--- config.mk ---
export PLATFORM = sky130hd
export DESIGN_NAME = instr_fetch_decode_flat
export DESIGN_NICKNAME = d
export VERILOG_FILES = /design/src/rtl/instr_fetch_decode_pkg.sv /design/src/rtl/instr_fetch_decode_if.sv /design/src/rtl/instr_fetch_decode_decoder.sv /design/src/rtl/instr_fetch_decode.sv /design/src/flat_wrapper.sv
export SDC_FILE = /design/constraint.sdc
export NUM_CORES = 1
export LEC_CHECK = 0
export ABC_CLOCK_PERIOD_IN_PS = 1180
export BUFFER_PORTS_ARGS = -buffer_cell sky130_fd_sc_hd__buf_2
export CAP_MARGIN = 20
export CORE_ASPECT_RATIO = 1.1
export CORE_MARGIN = 2
export CORE_UTILIZATION = 44
export CTS_CLUSTER_DIAMETER = 120
export DETAILED_ROUTE_END_ITERATION = 6
export PLACE_DENSITY = 0.74
export SYNTH_ARGS = -nofsm -noshare
export SYNTH_HDL_FRONTEND = slang
export SYNTH_SLANG_ARGS = --single-unit
--- constraint.sdc ---
create_clock -name clk -period 1.18 [get_ports clk]
set_input_delay 0.177 -clock clk [delete_from_list [all_inputs] [get_ports clk]]
set_output_delay 0.177 -clock clk [all_outputs]
set_load 0.005 [all_outputs]
--- src/rtl/instr_fetch_decode_pkg.sv ---
// Shared types and constants for the fetch/decode control unit.
// Opcodes, register codes, instruction field positions and strobe bundle.
package instr_fetch_decode_pkg;

    localparam int OPC_HI = 15;
    localparam int OPC_LO = 12;
    localparam int REG_HI = 11;
    localparam int REG_LO = 8;
    localparam int IMM_HI = 7;
    localparam int IMM_LO = 0;

    typedef enum logic [1:0] {
        S_FETCH  = 2'd0,
        S_DECODE = 2'd1,
        S_EXEC   = 2'd2
    } state_e;

    typedef enum logic [3:0] {
        OP_NOP   = 4'h0,
        OP_LI    = 4'h1,
        OP_LD    = 4'h2,
        OP_ST    = 4'h3,
        OP_ADD   = 4'h4,
        OP_SUB   = 4'h5,
        OP_AND   = 4'h6,
        OP_OR    = 4'h7,
        OP_XOR   = 4'h8,
        OP_NOT   = 4'h9,
        OP_LIN   = 4'hA,
        OP_PRINT = 4'hB,
        OP_P7SEG = 4'hC,
        OP_JMP   = 4'hD,
        OP_ILLE  = 4'hE,
        OP_ILLF  = 4'hF
    } opcode_e;

    localparam logic [3:0] REG_ACC   = 4'h0;
    localparam logic [3:0] REG_A     = 4'h1;
    localparam logic [3:0] REG_B     = 4'h2;
    localparam logic [3:0] REG_C     = 4'h3;
    localparam logic [3:0] REG_E     = 4'h4;
    localparam logic [3:0] REG_D     = 4'h5;
    localparam logic [3:0] REG_MADDR = 4'hE;
    localparam logic [3:0] REG_ZERO  = 4'hF;

    typedef struct packed {
        logic ld_imm;
        logic ld_ram;
        logic st_ram;
        logic alu_en;
        logic lin;
        logic print;
        logic print7seg;
    } strobe_t;

endpackage

--- src/rtl/instr_fetch_decode_if.sv ---
// ROM read bus plus datapath control strobes of the fetch/decode unit.
// master = control unit side, slave = ROM/datapath side.
interface instr_fetch_decode_if #(
    parameter int PC_W    = 8,
    parameter int INSTR_W = 16
);
    logic               run;
    logic               hold;
    logic               zero_flag;
    logic [INSTR_W-1:0] out_prom;
    logic [PC_W-1:0]    addr_p;
    logic [PC_W-1:0]    pc;
    logic [3:0]         reg_sel;
    logic [7:0]         imm;
    logic [2:0]         alu_op;
    logic               ld_imm;
    logic               ld_ram;
    logic               st_ram;
    logic               alu_en;
    logic               lin;
    logic               print;
    logic               print7seg;
    logic               instr_valid;
    logic               illegal;

    modport master (
        input  run, hold, zero_flag, out_prom,
        output addr_p, pc, reg_sel, imm, alu_op,
        output ld_imm, ld_ram, st_ram, alu_en,
        output lin, print, print7seg,
        output instr_valid, illegal
    );

    modport slave (
        output run, hold, zero_flag, out_prom,
        input  addr_p, pc, reg_sel, imm, alu_op,
        input  ld_imm, ld_ram, st_ram, alu_en,
        input  lin, print, print7seg,
        input  instr_valid, illegal
    );
endinterface

--- src/rtl/instr_fetch_decode_decoder.sv ---
// Combinational instruction decoder: ir -> strobes, ALU op, illegal flag.
// Strobes here are raw; the top gates them with the EXEC state.
module instr_fetch_decode_decoder
    import instr_fetch_decode_pkg::*;
(
    input  logic [15:0] ir_i,
    output strobe_t     strobes_o,
    output logic [2:0]  alu_op_o,
    output logic        illegal_o
);
    opcode_e    opc;
    logic [3:0] alu_idx;

    assign opc     = opcode_e'(ir_i[OPC_HI:OPC_LO]);
    assign alu_idx = ir_i[OPC_HI:OPC_LO] - 4'd4;

    // Map each opcode onto exactly one strobe (or none).
    always_comb begin
        strobes_o = '0;
        alu_op_o  = 3'd0;
        illegal_o = 1'b0;
        unique case (opc)
            OP_LI:    strobes_o.ld_imm = 1'b1;
            OP_LD:    strobes_o.ld_ram = 1'b1;
            OP_ST:    strobes_o.st_ram = 1'b1;
            OP_ADD, OP_SUB, OP_AND,
            OP_OR, OP_XOR, OP_NOT: begin
                strobes_o.alu_en = 1'b1;
                alu_op_o         = alu_idx[2:0];
            end
            OP_LIN:   strobes_o.lin = 1'b1;
            OP_PRINT: strobes_o.print = 1'b1;
            OP_P7SEG: strobes_o.print7seg = 1'b1;
            OP_ILLE, OP_ILLF: illegal_o = 1'b1;
            default:  strobes_o = '0;
        endcase
    end
endmodule

--- src/rtl/instr_fetch_decode.sv ---
// Fetch/decode control unit: 3-state FETCH/DECODE/EXEC sequencer,
// program counter, instruction register and sticky illegal flag.
module instr_fetch_decode
    import instr_fetch_decode_pkg::*;
#(
    parameter int              PC_W    = 8,
    parameter int              INSTR_W = 16,
    parameter logic [PC_W-1:0] RST_PC  = '0
) (
    input  logic                  clk,
    input  logic                  rst,
    instr_fetch_decode_if.master  bus
);
    state_e             state_q, state_d;
    logic [PC_W-1:0]    pc_q;
    logic [PC_W-1:0]    npc_q, npc_d;
    logic [INSTR_W-1:0] ir_q;
    logic               illegal_q;

    strobe_t            dec_strobes;
    logic [2:0]         dec_alu_op;
    logic               dec_illegal;
    logic               in_exec;

    logic [3:0]         fetch_opc;
    logic [3:0]         fetch_reg;
    logic [PC_W-1:0]    fetch_imm;
    logic [PC_W-1:0]    pc_inc;

    instr_fetch_decode_decoder u_dec (
        .ir_i      (ir_q),
        .strobes_o (dec_strobes),
        .alu_op_o  (dec_alu_op),
        .illegal_o (dec_illegal)
    );

    assign fetch_opc = bus.out_prom[OPC_HI:OPC_LO];
    assign fetch_reg = bus.out_prom[REG_HI:REG_LO];
    assign fetch_imm = PC_W'(bus.out_prom[IMM_HI:IMM_LO]);
    assign pc_inc    = pc_q + PC_W'(1);

    // Sequencer next state: run gates only FETCH, hold stretches EXEC.
    always_comb begin
        state_d = state_q;
        unique case (state_q)
            S_FETCH:  if (bus.run) state_d = S_DECODE;
            S_DECODE: state_d = S_EXEC;
            S_EXEC:   if (!bus.hold) state_d = S_FETCH;
            default:  state_d = S_FETCH;
        endcase
    end

    // Branch target from the word arriving from ROM during DECODE.
    always_comb begin
        npc_d = pc_inc;
        if (fetch_opc == OP_JMP) begin
            if (fetch_reg == REG_ZERO) begin
                npc_d = bus.zero_flag ? fetch_imm : pc_inc;
            end else begin
                npc_d = fetch_imm;
            end
        end
    end

    // State, pc, ir and sticky illegal; pc advances as EXEC retires.
    always_ff @(posedge clk) begin
        if (rst) begin
            state_q   <= S_FETCH;
            pc_q      <= RST_PC;
            npc_q     <= RST_PC;
            ir_q      <= '0;
            illegal_q <= 1'b0;
        end else begin
            state_q <= state_d;
            if (state_q == S_DECODE) begin
                ir_q  <= bus.out_prom;
                npc_q <= npc_d;
            end
            if (in_exec && !bus.hold) begin
                pc_q <= npc_q;
            end
            if (in_exec && dec_illegal) begin
                illegal_q <= 1'b1;
            end
        end
    end

    assign in_exec = (state_q == S_EXEC);

    assign bus.addr_p      = pc_q;
    assign bus.pc          = pc_q;
    assign bus.reg_sel     = ir_q[REG_HI:REG_LO];
    assign bus.imm         = ir_q[IMM_HI:IMM_LO];
    assign bus.alu_op      = dec_alu_op;
    assign bus.ld_imm      = in_exec & dec_strobes.ld_imm;
    assign bus.ld_ram      = in_exec & dec_strobes.ld_ram;
    assign bus.st_ram      = in_exec & dec_strobes.st_ram;
    assign bus.alu_en      = in_exec & dec_strobes.alu_en;
    assign bus.lin         = in_exec & dec_strobes.lin;
    assign bus.print       = in_exec & dec_strobes.print;
    assign bus.print7seg   = in_exec & dec_strobes.print7seg;
    assign bus.instr_valid = in_exec;
    assign bus.illegal     = illegal_q | (in_exec & dec_illegal);

endmodule

--- src/flat_wrapper.sv ---
// flat-port wrapper written by rule: the top's interface ports become plain ports
module instr_fetch_decode_flat import instr_fetch_decode_pkg::*;
#(
    parameter int              PC_W    = 8,
    parameter int              INSTR_W = 16,
    parameter logic [PC_W-1:0] RST_PC  = '0
)
  (clk, rst, bus_run, bus_hold, bus_zero_flag, bus_out_prom, bus_addr_p, bus_pc, bus_reg_sel, bus_imm, bus_alu_op, bus_ld_imm, bus_ld_ram, bus_st_ram, bus_alu_en, bus_lin, bus_print, bus_print7seg, bus_instr_valid, bus_illegal);
  instr_fetch_decode_if #(.PC_W(PC_W), .INSTR_W(INSTR_W)) bus_i ();
  input  logic clk;
  input  logic rst;
  input wire logic [$bits(bus_i.run)-1:0] bus_run;
  input wire logic [$bits(bus_i.hold)-1:0] bus_hold;
  input wire logic [$bits(bus_i.zero_flag)-1:0] bus_zero_flag;
  input wire logic [$bits(bus_i.out_prom)-1:0] bus_out_prom;
  output wire logic [$bits(bus_i.addr_p)-1:0] bus_addr_p;
  output wire logic [$bits(bus_i.pc)-1:0] bus_pc;
  output wire logic [$bits(bus_i.reg_sel)-1:0] bus_reg_sel;
  output wire logic [$bits(bus_i.imm)-1:0] bus_imm;
  output wire logic [$bits(bus_i.alu_op)-1:0] bus_alu_op;
  output wire logic [$bits(bus_i.ld_imm)-1:0] bus_ld_imm;
  output wire logic [$bits(bus_i.ld_ram)-1:0] bus_ld_ram;
  output wire logic [$bits(bus_i.st_ram)-1:0] bus_st_ram;
  output wire logic [$bits(bus_i.alu_en)-1:0] bus_alu_en;
  output wire logic [$bits(bus_i.lin)-1:0] bus_lin;
  output wire logic [$bits(bus_i.print)-1:0] bus_print;
  output wire logic [$bits(bus_i.print7seg)-1:0] bus_print7seg;
  output wire logic [$bits(bus_i.instr_valid)-1:0] bus_instr_valid;
  output wire logic [$bits(bus_i.illegal)-1:0] bus_illegal;
  assign bus_i.run = bus_run;
  assign bus_i.hold = bus_hold;
  assign bus_i.zero_flag = bus_zero_flag;
  assign bus_i.out_prom = bus_out_prom;
  assign bus_addr_p = bus_i.addr_p;
  assign bus_pc = bus_i.pc;
  assign bus_reg_sel = bus_i.reg_sel;
  assign bus_imm = bus_i.imm;
  assign bus_alu_op = bus_i.alu_op;
  assign bus_ld_imm = bus_i.ld_imm;
  assign bus_ld_ram = bus_i.ld_ram;
  assign bus_st_ram = bus_i.st_ram;
  assign bus_alu_en = bus_i.alu_en;
  assign bus_lin = bus_i.lin;
  assign bus_print = bus_i.print;
  assign bus_print7seg = bus_i.print7seg;
  assign bus_instr_valid = bus_i.instr_valid;
  assign bus_illegal = bus_i.illegal;
  instr_fetch_decode #(.PC_W(PC_W), .INSTR_W(INSTR_W), .RST_PC(RST_PC)) u_core (.clk(clk), .rst(rst), .bus(bus_i));
endmodule
==> summary.md, run 1 <==
| Metric | Value |
|---|---|
| # IOs | `61` |
| Slew headroom | `78.72%` |
| Power Total | `2.842 mW` |
| Clock share of power | `40.5%` |
| Final min period | `~1.4 ns` |
| Min-Delay Path Depth | `3` |
| Psw | `0.7187 mW` |
| Fin crit share | `119.3%` |
| Worst Slack Setup Final | `-0.2274 ns` |
| Final hold viol count | `0` |
| Synth Instances | `~220` |
| Largest net degree at the start of global routing | `18` |
| Power Density | `roughly 1100 nW/um^2` |
| # nets final | `320` |
| Crit-path slowest cell | `dfxtp_2` |
| Total number of vias | `1830` |
| Skew final | `0.006462 ns` |
| Core area | `approximately 3700 sq um` |
| Placed inst area | `~2000 sq um` |
| R2r startpoint | `u_core.state_q[0]$_SDFFE_PP0P_` |
| Switching fraction of total power | `around 25%` |
| Max Slew Vio Count | `0` |
| DR pass1 iterations | `4` |
| Internal power | `2.123 mW` |
| Design area | `2639 sq um` |
| Port Buffers | `60` |
| FMAX | `710.5 MHz` |
| Critical path origin | `u_core.state_q[0]$_SDFFE_PP0P_` |
| Die X | `63.36 um` |
| CP arrival | `between 1 and 1.5 ns` |
| Req. time, crit path | `1.00 ns` |
| Sequential share of the synthesized area | `between 40% and 50%` |
| Critical path, cell by cell | `nand2b_4 > inv_4 > nand3_4 > nor3_2 > buf_2` |
| Worst Max-Slew Pin Slew | `about 0.32 ns` |
| Clk_lat worst skew | `~0.30 ns` |
| Die ar. | `between 4000 and 5000 sq um` |
| Worst slack at placement | `-0.1511 ns` |
| Avg Inst Size Synth | `7.823 sq um` |
| Routed Antenna Nets | `0` |
| Peak VDD IR | `619.8 uV` |
| EDFF count, synth | `0` |
| Seq pwr share | `a little over two fifths` |
| Root buf cell | `clkbuf_8` |
| Util after Layout | `slightly above 70%` |
| # diodes | `0` |
| Area grow syn2layout | `54.73%` |
| Total routed wirelength | `around 5300 um` |
| CTS tree | `built` |
| Gpl congestion | `~0.85` |
| Path depth of the worst reg2reg path | `8` |
| RSZ-0062 raised after global routing | `yes` |
| H-tree Lvls | `2` |
| CTS clk-pin slew, worst paths | `roughly 0.070 ns` |
| CP Max Fanout | `4` |
| Commonest cells after routing, fill and taps aside | `buf_2 (60), nand2_1 (35), dfxtp_1 (26)` |
| Die Y | `between 60 and 70 um` |
| Layout cells sized above 1 | `56.19%` |
| Final setup violation count | `44` |
| Initial antenna violation count | `0` |
| Grt ovf | `0` |
| Async SR Flop Fraction | `0%` |
| Filler Cells Inserted | `about 280` |
| Ys Warns | `0` |
| Tot GR Track Use | `between 20% and 30%` |
| Initial DRC Count | `92` |
| Post-synthesis instance area | `1705 sq um` |
| DR DRC count | `0` |
| Vias per cell | `roughly 5.2` |
| Syn Nets | `240` |
| Row Count | `23` |
| Gate power share | `15.6%` |
| Crit path launch type | `flop` |
| Min-Delay Path Class | `in2reg` |
| Max Cap Viol | `0` |
| Dpl hpwl | `2990 um` |
| Main synth FF type | `dfxtp_1` |
| HP Start | `bus_out_prom[13]` |
| Count of cell types in the netlist | `33` |
| Yosys reg bits | `35` |
| Area of the multi-input gates | `roughly 970 sq um` |
| Register Area | `726.9 sq um` |
| # clock sinks | `35` |
| Hold buffer count at CTS | `0` |
| Pleak | `around 1.1 nW` |
| Worst-case clock buffer depth | `2` |
| CTS Buf Count | `5` |
| Routed WL per cell | `about 15 um` |
| Max stage delay on crit path | `0.33 ns` |
| Worst setup EP type | `output pin` |
| First-pass GRT wire length | `approximately 7200 um` |
| Initial Util | `46.30%` |
| Critical Setup Path Class | `reg2out` |
| Failing checks | `negative setup slack` |
| Status | `finished, violations left` |
| Most common cell after layout, fill and taps aside | `buf_2` |
| Vias in the first global route | `1572` |
-- through the flow --
stage / std cells / hold WS, ns / setup TNS (ns)
finish: 349 / 0.1233 / -4.108
global route: 349 / 0.1345 / -6.278
CTS: 336 / 0.1273 / -1.541
detailed placement: 319 / 0.4364 / -0.7590
global placement: 319 / 0.4329 / -0.6239
floorplan: 218 / 0.3130 / 0
-- state kept, by name (all words and copies together), names as in the netlist --
register and count:
u_core.ir_q 16, u_core.bus.addr_p 8, u_core.npc_q 8, u_core.state_q 2
u_core.illegal_q 1
-- Yosys cell counts (4+ instances only) --
library cell / number / share of area (%)
nand2_1: 46 / 10
clkbuf_1: 8 / 1.8
dfxtp_1: 35 / 41
buf_4: 20 / 8.8
nand3_1: 4 / 1.2
o211ai_1: 5 / 2.2
nor2_1: 12 / 2.6
inv_1: 8 / 1.8
a21oi_1: 30 / 8.8
o21ai_0: 10 / 2.9
-- path summary, 6_finish.rpt --
path / endpoint / slack, ns
worst max register to register: u_core.npc_q[4]$_SDFFE_PP0N_ / -0.17
worst min register to register: u_core.ir_q[3]$_SDFFE_PP0N_ / 0.45
worst max-delay path: bus_ld_ram / -0.23
worst min-delay path: u_core.ir_q[13]$_SDFFE_PP0N_ / 0.12
-- layer usage --
| metal | vias to the layer above | part of all wire, % | GRT usage (%) |
|---|---|---|---|
| met3 | 18 | 5.8 | 5.357 |
| met4 | 0 | 4.3 | 9.662 |
| met2 | 67 | 50 | 34.15 |
| met1 | 868 | 40 | 24.80 |
| met5 | - | 0 | 0 |
| li1 | 877 | - | - |
-- kinds of logic after synthesis --
group,Yosys count,share of synthesized area (%)
multiplexers,1,0.5870
AND/OR/NAND/NOR,83,22.89
XOR/XNOR,6,3.082
adder cells (fa/ha/maj),1,0.7336
AO/OA/AOI/OAI,52,17.76
buffers and inverters,40,13.87
flip-flops,35,41.09
-- worst max-delay path, delay by kind of cell, from the launching register on --
| kind | cells | cell delay, ns |
|---|---|---|
| flip-flops | 1 | 0.33 |
| buffers and inverters | 2 | 0.22 |
| AND/OR/NAND/NOR | 3 | 0.38 |
-- timing repair --
action | CTS | global route
gates cloned | 0 | 3
setup endpoints to repair | 13 | 43
pin swaps | 8 | 18
resized for setup | 31 | 61
setup buffers | 11 | 12
-- cell type report --
type                            instances  share of cell area, %
Clock inverter                          2                  1.328
Multi-Input combinational cell        143                  36.61
Inverter                                8                  1.328
Timing Repair Buffer                  105                  27.69
Tap cell                               50                  2.371
Clock buffer                            6                  3.129
Sequential cell                        35                  27.55
-- power groups by stage --
stage / clock [mW] / combinational, mW / sequential [mW]
after floorplan: 0 / 0.163 / 1.27
after global placement: 0 / 0.261 / 1.27
after detailed placement: 0 / 0.263 / 1.27
after CTS: 1.14 / 0.313 / 1.24
after global routing: 1.21 / 0.472 / 1.25
final: 1.15 / 0.445 / 1.25
Note: power is estimated with default switching activity, not from simulation.
==> run 2, diff against run 1 <==
--- a/config.mk
+++ b/config.mk
@@ -5,7 +5,7 @@
 export SDC_FILE = /design/constraint.sdc
 export NUM_CORES = 1
 export LEC_CHECK = 0
-export ABC_CLOCK_PERIOD_IN_PS = 1180
+export ABC_CLOCK_PERIOD_IN_PS = 1190
 export BUFFER_PORTS_ARGS = -buffer_cell sky130_fd_sc_hd__buf_2
 export CAP_MARGIN = 20
 export CORE_ASPECT_RATIO = 1.1
==> constraint.sdc (replaced) <==
create_clock -name clk -period 1.19 [get_ports clk]
set_input_delay 0.1785 -clock clk [delete_from_list [all_inputs] [get_ports clk]]
set_output_delay 0.1785 -clock clk [all_outputs]
set_load 0.005 [all_outputs]
==> run 2 against run 1 <==
  * The run still ends with negative setup slack left
  * Power fell by 4.9%
  * Combinational power fell by 21%
  * Sequential power barely moved
  * Wire length fell by 13%
  * First-iteration DRC count fell by 16%
  * Cell area fell by 7.2%
  * Register-to-register slack improved by 0.19 ns
  * Cell count fell by 3.7%
  * Worst setup slack improved by 0.035 ns
  * Utilization fell by 5.2 points
  * Critical endpoint is now bus_ld_imm
==> summary.md, run 2 (synthesized netlist as in run 1, its figures left out) <==
| Metric | Value |
|---|---|
| DR pass1 iterations | `4 (unchanged)` |
| Die ar. | `4391 sq um (unchanged)` |
| Max FFs per register | `16 (unchanged)` |
| Vias in the first global route | `1604 (+2.0%)` |
| Worst-case clock buffer depth | `2 (unchanged)` |
| Crit path launch type | `flop` |
| Total routed wirelength | `4644 um (-13%)` |
| # IOs | `61 (unchanged)` |
| CP arrival | `1.20 ns (-0.03 ns)` |
| Root buf cell | `clkbuf_8` |
| Worst slack at placement | `-0.1562 ns (-0.005086 ns)` |
| Commonest cells after routing, fill and taps aside | `buf_2 (59), nand2_1 (42), dfxtp_1 (26)` |
| Die Y | `69.30 um (unchanged)` |
| Skew final | `0.005648 ns (-0.0008137 ns)` |
| Max Slew Vio Count | `0 (unchanged)` |
| Port Buffers | `60 (unchanged)` |
| Area grow syn2layout | `43.58%` |
| Switching fraction of total power | `24.04% (-1.2 points)` |
| Routed Antenna Nets | `0 (unchanged)` |
| Most common cell after layout, fill and taps aside | `buf_2` |
| Hold buffer count at CTS | `0 (unchanged)` |
| # clock sinks | `35 (unchanged)` |
| Filler Cells Inserted | `307 (+11%)` |
| Slew headroom | `79.43% (+0.71 points)` |
| Min-Delay Path Class | `in2reg` |
| FMAX | `between 700 and 800 MHz` |
| Worst Slack Setup Final | `-0.1923 ns (+0.03510 ns)` |
| Non-Filler Instances | `336 (-3.7%)` |
| Register Area | `724.4 sq um (-0.34%)` |
| Placed inst area | `2038 sq um (unchanged)` |
| Largest Register | `u_core.ir_q` |
| # nets final | `307 (-4.1%)` |
| Fin crit share | `116.2%` |
| # diodes | `0 (unchanged)` |
| Critical Setup Path Class | `reg2out` |
| CTS clk-pin slew, worst paths | `0.07 ns (about the same)` |
| Failing checks | `negative setup slack` |
| Max Cap Viol | `0 (unchanged)` |
| Dpl hpwl | `3002 um (+0.42%)` |
| Clock share of power | `41.1% (+0.6 points)` |
| Critical path, cell by cell | `inv_4 > nand2_4 > nor4_4 > buf_2` |
| Vias per cell | `5.217 (-0.50%)` |
| Clk_lat worst skew | `0.29 ns (about the same)` |
| Initial DRC Count | `77 (-16%)` |
| Req. time, crit path | `1.01 ns (about the same)` |
| Row Count | `23 (unchanged)` |
| Core area | `3684 sq um (unchanged)` |
| CTS tree | `built` |
| Tot GR Track Use | `20.02% (-0.62 points)` |
| Layout cells sized above 1 | `48.60% (-7.6 points)` |
| Total number of vias | `1753 (-4.2%)` |
| First-pass GRT wire length | `7038 um (-2.6%)` |
| Internal power | `2.053 mW (-3.3%)` |
| Gate power share | `13.0% (-2.6 points)` |
| Peak VDD IR | `640.4 uV (+3.3%)` |
| Largest net degree at the start of global routing | `18 (unchanged)` |
| Initial Util | `46.30% (unchanged)` |
| DR DRC count | `0 (unchanged)` |
| Seq pwr share | `45.9% (+2.0 points)` |
| Routed WL per cell | `13.82 um (-9.3%)` |
| Final hold slack | `0.1247 ns (+0.001391 ns)` |
| H-tree Lvls | `2 (unchanged)` |
| Area of the multi-input gates | `915.9 sq um (-5.2%)` |
| Worst Max-Slew Pin Slew | `0.3086 ns (-0.01066 ns)` |
| R2R setup slack | `0.02 ns (+0.19 ns)` |
| Design area | `2449 sq um (-7.2%)` |
| Max stage delay on crit path | `0.38 ns (+0.05 ns)` |
| Worst setup EP type | `output pin` |
| CP delay by family, top | `flip-flops` |
| Psw | `0.6499 mW (-9.6%)` |
| Power Total | `2.703 mW (-4.9%)` |
| Initial antenna violation count | `0 (unchanged)` |
| Final hold viol count | `0 (unchanged)` |
| Pleak | `1.059 nW (-7.0%)` |
| CTS Buf Count | `5 (unchanged)` |
| Die X | `63.36 um (unchanged)` |
| RSZ-0062 raised after global routing | `yes` |
| Power Density | `1104 nW/um^2 (+2.5%)` |
| Gpl congestion | `0.8523 (-0.15%)` |
| CP Max Fanout | `6 (+2)` |
| Grt ovf | `0 (unchanged)` |
| Buf/Inv on CP | `2 (unchanged)` |
| Final setup violation count | `14 (-68%)` |
| Final min period | `approximately 1.4 ns` |
| Crit-path slowest cell | `dfxtp_4` |
| Post-placement cell count | `319 (unchanged)` |
| Status | `finished, violations left` |
-- run 2: changes by cell type in the layout (fill, tap and decap cells not counted), moves of 3 or more --
cell     delta
buf_4       -3
buf_6       -8
nand2_1     +7
nand2_2     -8
a21oi_2    -12
a21oi_1    +12
-- run 2: routing by layer --
| layer | up-vias | global-route usage, % | part of all wire (%) | wire [um] |
|---|---|---|---|---|
| li1 | 854 | - | - | - |
| met3 | 9 | 4.870 | 6.2 | 289 |
| met5 | - | 0 | 0 | 0 |
| met2 | 57 | 34.39 | 52 | 2416 |
| met1 | 833 | 23.73 | 40 | 1850 |
| met4 | 0 | 7.971 | 1.9 | 87 |
-- run 2: timing repair --
action | CTS | global route
gates cloned | 0 | 1
endpoints found under the setup margin | 12 | 42
buffers inserted | 6 | 4
pin swaps | 6 | 10
hold endpoints to repair | 0 | 0
gates resized for setup | 28 | 34
-- run 2: worst paths after layout --
kind	startpoint	to	cells past startpoint
worst min-delay path	bus_out_prom[9]	u_core.ir_q[9]$_SDFFE_PP0N_	3
worst max-delay path	u_core.ir_q[15]$_SDFFE_PP0N_	bus_ld_imm	4
worst min register to register	u_core.ir_q[11]$_SDFFE_PP0N_	u_core.ir_q[11]$_SDFFE_PP0N_	2
worst max register to register	u_core.state_q[0]$_SDFFE_PP0P_	u_core.npc_q[7]$_SDFFE_PP0N_	6
-- run 2: per-stage QoR --
| step | utilization, % | TNS, ns |
|---|---|---|
| after CTS | 62.47 | -1.646 |
| after global placement | 55.33 | -0.5557 |
| final | 66.47 | -1.630 |
| after global routing | 66.47 | -2.422 |
| after floorplan | - | 0 |
| after detailed placement | 55.33 | -0.7720 |
-- run 2: worst register-to-register path, cell delays in order (launching register included) --
cell and delay (ns):
dfxtp_2 0.34, buf_6 0.09, nor2b_4 0.18, buf_6 0.16, nor2_4 0.04, a32oi_1 0.16, o21ai_1 0.09
-- run 2: cell type report --
type                    count  share of cell area [%]
clock inverters             2                   1.431
repair buffers             92                   24.22
multi-input cells         143                   37.40
well taps                  50                   2.555
flip-flops and latches     35                   29.59
inverters                   8                   1.431
clock buffers               6                   3.373
-- run 2: power by group through the flow --
stage                     clock (mW)  sequential, mW  combinational (mW)
after detailed placement           0            1.26               0.262
after CTS                       1.13            1.24               0.304
after global placement             0            1.26               0.258
final                           1.11            1.24               0.352
after global routing            1.19            1.25               0.382
after floorplan                    0            1.26               0.162
==> run 3, diff against run 2 <==
--- a/config.mk
+++ b/config.mk
@@ -7,13 +7,13 @@
 export LEC_CHECK = 0
 export ABC_CLOCK_PERIOD_IN_PS = 1190
 export BUFFER_PORTS_ARGS = -buffer_cell sky130_fd_sc_hd__buf_2
-export CAP_MARGIN = 20
 export CORE_ASPECT_RATIO = 1.1
 export CORE_MARGIN = 2
 export CORE_UTILIZATION = 44
 export CTS_CLUSTER_DIAMETER = 120
 export DETAILED_ROUTE_END_ITERATION = 6
 export PLACE_DENSITY = 0.74
+export REMOVE_ABC_BUFFERS = 1
 export SYNTH_ARGS = -nofsm -noshare
 export SYNTH_HDL_FRONTEND = slang
 export SYNTH_SLANG_ARGS = --single-unit
==> run 3 against run 2 <==
  * The flow still finishes with violations (negative setup slack)
  * First-iteration DRC count fell by 31%
  * Non-clock buffer count decreased by 6
  * Wire length shrank 9.2%
  * Global-route usage fell by 1.2 points
  * Count of clock-buffer cells in the layout unchanged
  * Hold slack better by 0.019 ns
  * Sequential share of layout area rose by 2.0 points
  * Worst setup slack got worse by 0.012 ns
  * Clock skew down 0.0022 ns
  * Die area unchanged
  * Utilization is 4.7 points lower
  * Critical path type unchanged
  * Critical endpoint is now bus_alu_op[0]
  * Largest power group unchanged
==> summary.md, run 3 (synthesized netlist as in run 1, its figures left out) <==
| Metric | Value |
|---|---|
| Clk_lat worst skew | `0.28 ns (about the same)` |
| Gpl congestion | `0.8177 (-4.1%)` |
| Row Count | `23 (unchanged)` |
| H-tree Lvls | `2 (unchanged)` |
| Placed inst area | `2029 sq um (-0.43%)` |
| Dpl hpwl | `2865 um (-4.6%)` |
| Max Slew Vio Count | `0 (unchanged)` |
| Commonest cells after routing, fill and taps aside | `buf_2 (58), nand2_1 (44), a21oi_1 (26), dfxtp_1 (26), buf_4 (23)` |
| CTS Buf Count | `5 (unchanged)` |
| Skew final | `0.003498 ns (-0.002150 ns)` |
| Util after Layout | `61.75% (-4.7 points)` |
| Tot GR Track Use | `18.79% (-1.2 points)` |
| Worst Max-Slew Pin Slew | `0.2600 ns (-0.04861 ns)` |
| Setup TNS | `-1.528 ns (+0.1024 ns)` |
| Final min period | `1.395 ns (+0.01238 ns)` |
| Crit path launch type | `flop` |
| Final hold slack | `0.1435 ns (+0.01878 ns)` |
| Routed Antenna Nets | `0 (unchanged)` |
| Worst setup EP type | `output pin` |
| Final setup violation count | `11 (-3)` |
| CTS clk-pin slew, worst paths | `0.06 ns (about the same)` |
| Worst-case clock buffer depth | `2 (unchanged)` |
| Area grow syn2layout | `33.38%` |
| Pleak | `0.9911 nW (-6.5%)` |
| Total routed wirelength | `4215 um (-9.2%)` |
| Core area | `3684 sq um (unchanged)` |
| Hold buffer count at CTS | `0 (unchanged)` |
| Max stage delay on crit path | `0.36 ns (-0.02 ns)` |
| First-pass GRT wire length | `6693 um (-4.9%)` |
| Critical path, cell by cell | `nand2b_4 > nor2_4 > a21oi_2 > nor2b_1 > buf_2` |
| Die ar. | `4391 sq um (unchanged)` |
| Design area | `2275 sq um (-7.1%)` |
| DR DRC count | `0 (unchanged)` |
| Slew headroom | `82.67% (+3.2 points)` |
| Max Cap Viol | `0 (unchanged)` |
| Die Y | `69.30 um (unchanged)` |
| FMAX | `717.0 MHz (-0.89%)` |
| Worst Slack Setup Final | `-0.2047 ns (-0.01238 ns)` |
| Critical Setup Path Class | `reg2out` |
| Power Density | `1015 nW/um^2 (-8.0%)` |
| Root buf cell | `clkbuf_8` |
| Vias in the first global route | `1563 (-2.6%)` |
| Layout cells sized above 1 | `44.60% (-4.0 points)` |
| RSZ-0062 raised after global routing | `yes` |
| CP arrival | `1.22 ns (+0.02 ns)` |
| Largest net degree at the start of global routing | `25 (+7)` |
| Die X | `63.36 um (unchanged)` |
| Power Total | `2.310 mW (-15%)` |
| R2R setup slack | `0.03 ns (about the same)` |
| CTS tree | `built` |
| Grt ovf | `0 (unchanged)` |
| Routed WL per cell | `12.85 um (-7.0%)` |
| # nets final | `301 (-2.0%)` |
| Final hold viol count | `0 (unchanged)` |
| Total number of vias | `1651 (-5.8%)` |
| Peak VDD IR | `517.2 uV (-19%)` |
| Fin crit share | `117.2% (+1.0 points)` |
| Crit-path slowest cell | `dfxtp_4` |
| Vias per cell | `5.034 (-3.5%)` |
| Status | `finished, violations left` |
| # clock sinks | `35 (unchanged)` |
| Initial DRC Count | `53 (-31%)` |
| Initial Util | `46.30% (unchanged)` |
| Initial antenna violation count | `0 (unchanged)` |
| # IOs | `61 (unchanged)` |
| # diodes | `0 (unchanged)` |
| Min-Delay Path Class | `in2reg` |
| Port Buffers | `60 (unchanged)` |
| Failing checks | `negative setup slack` |
| Most common cell after layout, fill and taps aside | `buf_2` |
| DR pass1 iterations | `4 (unchanged)` |
| Largest Register | `u_core.ir_q` |
| Max FFs per register | `16 (unchanged)` |
| Req. time, crit path | `1.01 ns (about the same)` |
| CP Max Fanout | `4 (-2)` |
run 3: through the flow:
step | instances | setup slack [ns]
global route | 328 | -0.2645
CTS | 325 | -0.1926
finish | 328 | -0.2047
floorplan | 186 | -0.5245
detailed placement | 318 | -0.1610
global placement | 318 | -0.1217
run 3: path summary, 6_finish.rpt:
| path | startpoint | endpoint | cells past startpoint |
|---|---|---|---|
| hold reg to reg | u_core.ir_q[10]$_SDFFE_PP0N_ | u_core.ir_q[10]$_SDFFE_PP0N_ | 2 |
| hold / removal | bus_out_prom[10] | u_core.ir_q[10]$_SDFFE_PP0N_ | 3 |
| setup reg to reg | u_core.state_q[0]$_SDFFE_PP0P_ | u_core.bus.addr_p[6]$_SDFFE_PP0P_ | 6 |
| setup / recovery | u_core.ir_q[13]$_SDFFE_PP0N_ | bus_alu_op[0] | 5 |
run 3: per-layer routing:
layer | vias to the layer above | global-route usage [%] | routed length (um)
li1 | 837 | - | -
met1 | 763 | 21.65 | 1870
met2 | 45 | 33.10 | 2072
met3 | 6 | 5.357 | 225
met4 | 0 | 6.039 | 47
met5 | - | 0 | 0
run 3: final cells by class:
cell class,count,area [sq um]
Timing Repair Buffer,86,519.2
Tap cell,50,62.56
Clock buffer,6,72.57
Inverter,8,35.03
Fill cell,377,1409
Multi-Input combinational cell,143,865.8
Sequential cell,35,719.4
run 3: repair_timing:
action | 4_1_cts | 5_1_grt
pin swaps | 3 | 4
setup buffers | 1 | 3
setup endpoints to repair | 12 | 19
resized for setup | 16 | 26
run 3: worst max-delay path: cells and delay by family (launching register included):
kind,cells,cell delay (ns)
buffers and inverters,1,0.13
flip-flops,1,0.36
AND/OR/NAND/NOR,3,0.40
AO/OA/AOI/OAI,1,0.05
run 3: where the power goes:
part	switching [mW]	total, mW	internal, mW
clock network	0.383	0.773	0.389
logic	0.157	0.297	0.139
registers	0.0326	1.24	1.21
